File: src/rtl/hazard_scoreboard.sv
// rtl/hazard_scoreboard.sv - ID-stage register scoreboard: load-use stall, drain (Idle) and sticky Err.
// Optional HAZARD_PERF_EN adds StallCycles / LoadUseStalls performance counters.
module hazard_scoreboard #(
    parameter int NUM_REGS = 32,
    parameter int OUT_W    = 3,
    parameter int LOAD_LAT = 1,
    parameter int ALU_LAT  = 0
) (
    input  logic       clk,
    input  logic       rst,
    input  logic [4:0] ID_Rs1,
    input  logic [4:0] ID_Rs2,
    input  logic       ID_UseRs1,
    input  logic       ID_UseRs2,
    input  logic       ID_Issue,
    input  logic [4:0] ID_Rd,
    input  logic       ID_RegWrite,
    input  logic       ID_MemRead,
    input  logic       Flush,
    input  logic [4:0] Flush_Rd,
    input  logic       Flush_RegWrite,
    input  logic [4:0] WB_Rd,
    input  logic       WB_RegWrite,
    output logic       Stall,
    output logic       Idle,
    output logic       Err
`ifdef HAZARD_PERF_EN
    ,
    output logic [31:0] StallCycles,
    output logic [31:0] LoadUseStalls
`endif
);
    localparam logic [1:0] LOAD_CNT = LOAD_LAT[1:0];
    localparam logic [1:0] ALU_CNT  = ALU_LAT[1:0];

    logic                w_issue;
    logic                w_retire;
    logic                w_flush;
    logic                w_src1_stall;
    logic                w_src2_stall;
    logic [NUM_REGS-1:0] w_cnt_nz;
    logic [NUM_REGS-1:0] w_out_nz;
    logic [NUM_REGS-1:0] w_ovf;
    logic [NUM_REGS-1:0] w_unf;
    logic                r_err;
`ifdef HAZARD_PERF_EN
    logic [NUM_REGS-1:0] w_is_load;
    logic                r_stall_q;
    logic [31:0]         r_stall_cycles;
    logic [31:0]         r_load_use;
`endif

    assign w_issue  = ID_Issue & ID_RegWrite & (ID_Rd != 5'd0);
    assign w_retire = WB_RegWrite & (WB_Rd != 5'd0);
    assign w_flush  = Flush & Flush_RegWrite & (Flush_Rd != 5'd0);

    // x0 is hardwired: never outstanding, never stalls.
    assign w_cnt_nz[0] = 1'b0;
    assign w_out_nz[0] = 1'b0;
    assign w_ovf[0]    = 1'b0;
    assign w_unf[0]    = 1'b0;
`ifdef HAZARD_PERF_EN
    assign w_is_load[0] = 1'b0;
`endif

    for (genvar g = 1; g < NUM_REGS; g++) begin : g_reg
        logic             w_inc;
        logic             w_ret;
        logic             w_fl;
        logic [OUT_W+1:0] w_sum;
        logic [OUT_W-1:0] r_out;
        logic [1:0]       r_cnt;

        assign w_inc = w_issue  && (ID_Rd    == 5'(g));
        assign w_ret = w_retire && (WB_Rd    == 5'(g));
        assign w_fl  = w_flush  && (Flush_Rd == 5'(g));

        // Two guard bits: MSB flags a negative result, the next one a result above max.
        assign w_sum = {2'b00, r_out} + {{(OUT_W+1){1'b0}}, w_inc}
                     - {{(OUT_W+1){1'b0}}, w_ret} - {{(OUT_W+1){1'b0}}, w_fl};
        assign w_unf[g]    = w_sum[OUT_W+1];
        assign w_ovf[g]    = ~w_sum[OUT_W+1] & w_sum[OUT_W];
        assign w_cnt_nz[g] = (r_cnt != 2'd0);
        assign w_out_nz[g] = (r_out != '0);

        always_ff @(posedge clk) begin
            if (rst) begin
                r_out <= '0;
                r_cnt <= 2'd0;
            end else begin
                if (w_unf[g])
                    r_out <= '0;
                else if (w_ovf[g])
                    r_out <= '1;
                else
                    r_out <= w_sum[OUT_W-1:0];

                if (w_inc)
                    r_cnt <= ID_MemRead ? LOAD_CNT : ALU_CNT;
                else if (w_fl)
                    r_cnt <= 2'd0;
                else if (r_cnt != 2'd0)
                    r_cnt <= r_cnt - 2'd1;
            end
        end

`ifdef HAZARD_PERF_EN
        logic r_is_load;
        always_ff @(posedge clk) begin
            if (rst)
                r_is_load <= 1'b0;
            else if (w_inc)
                r_is_load <= ID_MemRead;
        end
        assign w_is_load[g] = r_is_load;
`endif
    end

    assign w_src1_stall = ID_UseRs1 & (ID_Rs1 != 5'd0) & w_cnt_nz[ID_Rs1];
    assign w_src2_stall = ID_UseRs2 & (ID_Rs2 != 5'd0) & w_cnt_nz[ID_Rs2];
    assign Stall        = w_src1_stall | w_src2_stall;
    assign Idle         = ~|w_out_nz;
    assign Err          = r_err;

    always_ff @(posedge clk) begin
        if (rst)
            r_err <= 1'b0;
        else if ((|w_ovf) || (|w_unf))
            r_err <= 1'b1;
    end

`ifdef HAZARD_PERF_EN
    always_ff @(posedge clk) begin
        if (rst) begin
            r_stall_q      <= 1'b0;
            r_stall_cycles <= 32'd0;
            r_load_use     <= 32'd0;
        end else begin
            r_stall_q <= Stall;
            if (Stall)
                r_stall_cycles <= r_stall_cycles + 32'd1;
            if (Stall && !r_stall_q &&
                ((w_src1_stall && w_is_load[ID_Rs1]) || (w_src2_stall && w_is_load[ID_Rs2])))
                r_load_use <= r_load_use + 32'd1;
        end
    end
    assign StallCycles   = r_stall_cycles;
    assign LoadUseStalls = r_load_use;
`endif
endmodule

File: config.mk
export PLATFORM = sky130hd
export DESIGN_NAME = hazard_scoreboard
export DESIGN_NICKNAME = d
export VERILOG_FILES = /design/src/rtl/hazard_scoreboard.sv
export SDC_FILE = /design/constraint.sdc
export NUM_CORES = 1
export LEC_CHECK = 0
export ABC_AREA = 1
export CAP_MARGIN = 20
export CELL_PAD_IN_SITES_DETAIL_PLACEMENT = 1
export CELL_PAD_IN_SITES_GLOBAL_PLACEMENT = 1
export CORE_ASPECT_RATIO = 0.8
export CORE_MARGIN = 1
export CORE_UTILIZATION = 45
export CTS_BUF_LIST = sky130_fd_sc_hd__clkbuf_16
export CTS_CLUSTER_DIAMETER = 200
export CTS_CLUSTER_SIZE = 10
export DETAILED_ROUTE_END_ITERATION = 6
export GPL_TIMING_DRIVEN = 0
export PLACE_DENSITY_LB_ADDON = 0.1
export SLEW_MARGIN = 15
export SYNTH_ARGS = -nofsm -noshare
export SYNTH_HDL_FRONTEND = slang
export SYNTH_SLANG_ARGS = --single-unit
File: constraint.sdc
create_clock -name clk -period 4.8 [get_ports clk]
set_input_delay 1.44 -clock clk [delete_from_list [all_inputs] [get_ports clk]]
set_output_delay 1.44 -clock clk [all_outputs]
set_load 0.05 [all_outputs]
==> Word level (Yosys, flattened, before mapping) <==
Index checks and enable logic that the tools add are counted.
{ "totals": {"in_bits": 35, "wordCells": 710, "output_inout_bits": 3, "ff_bits": 156} }
{ "op_classes": {"reduce_logical": 227, "n_bitwise": 72, "n_mux": 129, "magnitude_cmp": 2, "addsub": 124, "n_eq_ne": 93} }
{ "ops": {"columns": ["cell", "count"], "rows": [
  ["$eq 5x5->1 const B", 48],
  ["$mux 2", 93],
  ["$reduce_bool 3->1", 62],
  ["$sub 4x1->5", 31],
  ["$sub 5x1->5", 31],
  ["$add 3x1->4", 31],
  ["$eq 5x4->1 const B", 24],
  ["$logic_and 1x1->1", 93],
  ["$mux 3", 31],
  ["$reduce_or 31->1", 3],
  ["$reduce_bool 2->1", 31],
  ["$reduce_or 2->1", 31],
  ["$sub 2x1->2 const B", 31],
  ["$eq 5x3->1 const B", 12],
  ["$and 1x1->1", 40],
  ["$not 1->1", 31],
  ["$eq 5x2->1 const B", 6],
  ["$reduce_bool 5->1", 5],
  ["$eq 5x1->1 const B", 3],
  ["$lt 5x6->1 const B", 2],
  ["$bmux 1 s5", 2],
  ["$mux 1", 3],
  ["$logic_not 1->1", 1],
  ["$logic_or 1x1->1", 1],
  ["$or 1x1->1", 1]
]} }

==> Logic depth before layout (Yosys ltp) <==
{ "logic_depth": {"depth_word": 10, "depth_mapped": 26, "mapped_depth_nobuf": 26} }

==> Least setup slack after synthesis <==
Ideal clock, no wire load.
{ "synth_path": {"kind": "input-to-reg", "startpoint": "input port ID_Rd[3]", "endpoint": "register r_err, in the netlist Err", "path_buffers": 0, "cell_stages": 26, "required_ns": 4.691, "setup_ns": 0.109, "arrival_time_ns": 4.188, "slack_ns": 0.503, "cell_sequence": "inv_1 nand2_2 nor2_1 nand2_1 nand2_2 inv_6 nand2_8 inv_6 nand2_4 inv_1 fa_1 inv_1 ha_1 inv_1 ha_1 inv_1 fa_1 or2_2 nand3_1 nand2_1 nor2_1 nand2_1 nor2_1 nand3_1 nand2_1 inv_1"} }
{ "synth_between": {"elab_chain_len": 10, "word_cells_on_any_way": 222, "classes_between": "93 x add/sub; 31 x eq/ne; 63 x bitwise; 35 x reduce/logical"} }
{ "synth_lines": {"columns": ["item", "line", "source"], "rows": [
  ["from (decl)", "16", "input logic [4:0] ID_Rd,"],
  ["$reduce_bool 5->1", "53", "assign w_issue = ID_Issue & ID_RegWrite & (ID_Rd != 5'd0);"],
  ["$and 1x1->1", "53", null],
  ["$logic_and 1x1->1", "74", "assign w_inc = w_issue && (ID_Rd == 5'(g));"],
  ["$add 3x1->4", "79", "assign w_sum = {2'b00, r_out} + {{(OUT_W+1){1'b0}}, w_inc}"],
  ["$sub 4x1->5", "80", "- {{(OUT_W+1){1'b0}}, w_ret} - {{(OUT_W+1){1'b0}}, w_fl};"],
  ["$sub 5x1->5", "80", null],
  ["$not 1->1", "82", "assign w_ovf[g] = ~w_sum[OUT_W+1] & w_sum[OUT_W];"],
  ["$and 1x1->1", "82", null],
  ["$reduce_or 31->1", "128", "else if ((|w_ovf) || (|w_unf))"],
  ["$logic_or 1x1->1 (*)", "128", null],
  ["to (signal assigned)", "127", "r_err <= 1'b0;"],
  ["to (signal assigned)", "129", "r_err <= 1'b1;"],
  ["to (decl)", "45", "logic r_err;"]
]} }
Every way passes the cells marked *; elsewhere a longest branch is shown, timed or not.
A chain may end at the register's enable or synchronous reset.

==> Worst setup path after layout <==
{ "layout_path": {"startpoint": "input port Flush_RegWrite", "endpoint": "register r_err, in the netlist Err"} }
{ "layout_between": {"elab_chain_len": 8, "word_cells_on_any_way": 129, "classes_between": "31 x add/sub; 64 x bitwise; 34 x reduce/logical"} }
{ "layout_lines": {"columns": ["item", "line", "source"], "rows": [
  ["from (decl)", "21", "input logic Flush_RegWrite,"],
  ["$and 1x1->1 (*) (2 in a row)", "55", "assign w_flush = Flush & Flush_RegWrite & (Flush_Rd != 5'd0);"],
  ["$logic_and 1x1->1", "76", "assign w_fl = w_flush && (Flush_Rd == 5'(g));"],
  ["$sub 5x1->5", "80", null],
  ["$not 1->1", "82", null],
  ["$and 1x1->1", "82", null],
  ["$reduce_or 31->1", "128", null],
  ["$logic_or 1x1->1 (*)", "128", null]
]} }
Marked as above.

==> results.sh <==
export IMPL_worstSetupEndpointType="flip-flop"
export IMPL_die_w_um=188
export IMPL_finalCriticalPeriod_ps=4700
export IMPL_io_pins=38
export IMPL_first_global_vias=12100
export IMPL_critPathSlowestCell="sky130_fd_sc_hd__fa_2"
export IMPL_diodes=0
export IMPL_vdd_ir_drop_max_uv=342
export IMPL_max_slew_headroom=0.431
export IMPL_clk_pin_slew_ps=70
export IMPL_timing_critical_path_arrival_ps=5040
export IMPL_result_of_the_run="completed"
export IMPL_hpwl_after_detailed_placement_um=35400
export IMPL_placeableCoreArea_mm2=0.0267
export IMPL_yosys_cell_count_top_type="sky130_fd_sc_hd__nand2_1"
export IMPL_layout_cell_share_with_drive_strength_beyond_1=0.105
export IMPL_placementRows=53
export IMPL_worst_skew_pair_late_latency_ps=440
export IMPL_placement_io_buffers=33
export IMPL_dr_total_vias=11900
export IMPL_drc=0
export IMPL_yosys_top_cells_count="393 x sky130_fd_sc_hd__nand2_1, 386 x sky130_fd_sc_hd__inv_1, 175 x sky130_fd_sc_hd__nor2_1"
export IMPL_final_min_period_over_clock_period=0.979
export IMPL_areaGrowthSynthToFinish_pct=15.7
export IMPL_clockRootBuffer="sky130_fd_sc_hd__clkbuf_16"
export IMPL_critPathMostFrequentCell="sky130_fd_sc_hd__inv_1"
export IMPL_final_setup_viol_count=0
export IMPL_holdBufCountCts=0
export IMPL_worst_path_largest_cell_delay_ps=490
export IMPL_grt_max_degree=17
export IMPL_htreeDepth=4
export IMPL_grt_remaining_overflow=0
export IMPL_dp_slack_ps=-1330
export IMPL_antenna_found_initial=1
export IMPL_hold_violations=0
export IMPL_postLayoutSetupSlackWorst_ps=103
export IMPL_ys_types=38
export IMPL_area_share_of_the_largest_cell_type_after_synthesis=0.252
export IMPL_cts_sinks=156
export IMPL_number_of_buffers_between_clock_root_and_the_deepest_sink=2
export IMPL_cap_violations=0
export IMPL_share_of_synthesized_flip_flops_with_an_asynchronous_set_or_reset=0
export IMPL_ys_seq_area_frac=0.252
export IMPL_ys_ff_latch=156
export IMPL_grt_pass1_wl_um=66100
export IMPL_grtUsageTotal=0.314
export IMPL_count_of_nets_left_with_antenna_violations_after_detail_routing=0
export IMPL_postSynthNetCount=2025
export IMPL_placedInstanceArea_mm2=0.0132
export IMPL_cts_tree="built"
export IMPL_tritoncts_num_buffers=17
export IMPL_synth_edff_count=0
export IMPL_routed_wire_length_per_instance_um=19.8
export IMPL_post_synth_instance_area_mm2=0.0124
export IMPL_finalNetCount=2100
export IMPL_worstPathMaxFanout=5
export IMPL_worst_endpoint_required_ps=5140
export IMPL_synth_largest_area_cell="sky130_fd_sc_hd__dfxtp_1"
export IMPL_startpoint_class_of_the_critical_path="input pin"
export IMPL_ys_flop_type="sky130_fd_sc_hd__dfxtp_1"
export IMPL_p_per_area_mw_per_mm2=434
export IMPL_route_final_wire_length_um=43900
export IMPL_maxSlewViolCount=0
export IMPL_worst_clock_skew_ps=5.08
export IMPL_syn_avg_cell_area_um2=6.99
export IMPL_synth_area_leaders="sky130_fd_sc_hd__dfxtp_1 25%, sky130_fd_sc_hd__ha_1 16%, sky130_fd_sc_hd__nand2_1 12%, sky130_fd_sc_hd__inv_1 12%, sky130_fd_sc_hd__fa_1 10%"
export IMPL_fp_dieH_um=150
export IMPL_worst_hold_path_type="reg2reg"
export IMPL_vias_per_cell=5.36
export IMPL_tightest_slew_ps=854
export IMPL_place_gp_congestion=0.976
export IMPL_ys_warn_count=0
export IMPL_first_iter_violations=893
export IMPL_critPathKind="in2reg"
export IMPL_final_design_area_no_fill_mm2=0.0143
export IMPL_achievable_frequency_mhz=213
export IMPL_rsz_0062_raised_after_global_routing="true"
export IMPL_cell_breakdown_of_the_critical_path="clkdlybuf4s50_1, nand2_2, nor2_4, clkinvlp_4, buf_6, nor2_4, fa_2, inv_1, ha_1, ha_1, inv_1, fa_1, or2_4, nand3_2, nand2_1, nor2_2, nand2_2, nor2_2, nand3_2, nand2_1, inv_1"
export IMPL_synthCells=1773
export IMPL_start_util=0.465
export IMPL_fp_dieArea_mm2=0.0282
export IMPL_detail_route_first_pass_iterations=5
export IMPL_cell_leakage_power_uw=0.00764
## timing repair
item | in CTS | in global routing
endpoints found under the setup margin | 8 | 2
setup buffers | 3 | 18
pin swaps | 5 | 21
gates cloned | 0 | 2
gates resized for setup | 44 | 98
## routing by layer
metal  routed length (um)  up-vias  GRT usage
li1                     -     5654          -
met1                19800     5816      0.418
met2                19200      332      0.494
met3                 3590       69     0.0855
met4                 1210        5      0.105
met5                  102        -          0
## registers in the layout, summed over array words and instances, names as in the netlist
name	cells
g.r_out	93
g.r_cnt	62
Err	1
## through the flow
| stage | hold slack (ps) | power [uW] | cells | utilization | setup TNS, ps |
|---|---|---|---|---|---|
| 2_1_floorplan | 495 | 3930 | 1773 | - | 0 |
| 3_3_place_gp | 505 | 4520 | 2163 | 0.494 | -6780 |
| 3_5_place_dp | 520 | 4730 | 2163 | 0.494 | -9810 |
| 4_1_cts | 528 | 6150 | 2197 | 0.519 | -87.1 |
| 5_1_grt | 564 | 6720 | 2217 | 0.538 | -91.8 |
| 6_report | 524 | 6220 | 2217 | 0.538 | 0 |
## final timing paths
path / startpoint / to / slack [ps] / cells past startpoint
setup / recovery: Flush_RegWrite / Err$_SDFFE_PP0P_ / 100 / 21
hold / removal: g_reg[18].r_cnt[1]$_SDFFE_PP0P_ / g_reg[18].r_cnt[1]$_SDFFE_PP0P_ / 520 / 2
setup reg to reg: g_reg[17].r_out[1]$_SDFF_PP0_ / Err$_SDFFE_PP0P_ / 2190 / 15
hold reg to reg: g_reg[18].r_cnt[1]$_SDFFE_PP0P_ / g_reg[18].r_cnt[1]$_SDFFE_PP0P_ / 520 / 2
## worst max-delay path: cells and delay by family
family        cells  cell delay, ps
buf+inv           6            1040
simple gates     11            1420
fa+ha+maj         4            1140
## cells in the final DEF (no fill, tap or decap), types with 21 or more instances in the layout
master                      n
sky130_fd_sc_hd__o21ai_0   27
sky130_fd_sc_hd__inv_1    377
sky130_fd_sc_hd__nand2_1  379
sky130_fd_sc_hd__ha_1     154
sky130_fd_sc_hd__nand4_1   21
sky130_fd_sc_hd__dfxtp_1  156
sky130_fd_sc_hd__a21oi_1  114
sky130_fd_sc_hd__nor2_1   150
sky130_fd_sc_hd__buf_4     22
sky130_fd_sc_hd__nand3_1  129
sky130_fd_sc_hd__fa_1      48
## power by group
part           switching [uW]  internal [uW]  leakage, uW  total [uW]
clock network             616            756     0.000278        1370
logic                    1760           1110      0.00606        2870
registers                 275           1700      0.00130        1980
total                    2650           3570      0.00764        6220
## cell type report
cell class	count	area (um2)
fill	3513	12300
clock inverter	14	133
buffer	24	159
tap	357	447
sequential	156	3120
inverter	394	1500
multi-input combinational	1199	7980
timing repair buffer	56	564
clock buffer	17	425
## cell families (layout without fill, tap and decap cells)
family / after synthesis / count (layout) / synth area share
simple gates: 806 / 806 / 0.281
buf+inv: 418 / 505 / 0.131
xor+xnor: 15 / 15 / 0.0106
flops: 156 / 156 / 0.252
compound gates: 161 / 161 / 0.0688
fa+ha+maj: 217 / 217 / 0.257
(Power assumes the default switching activity.)
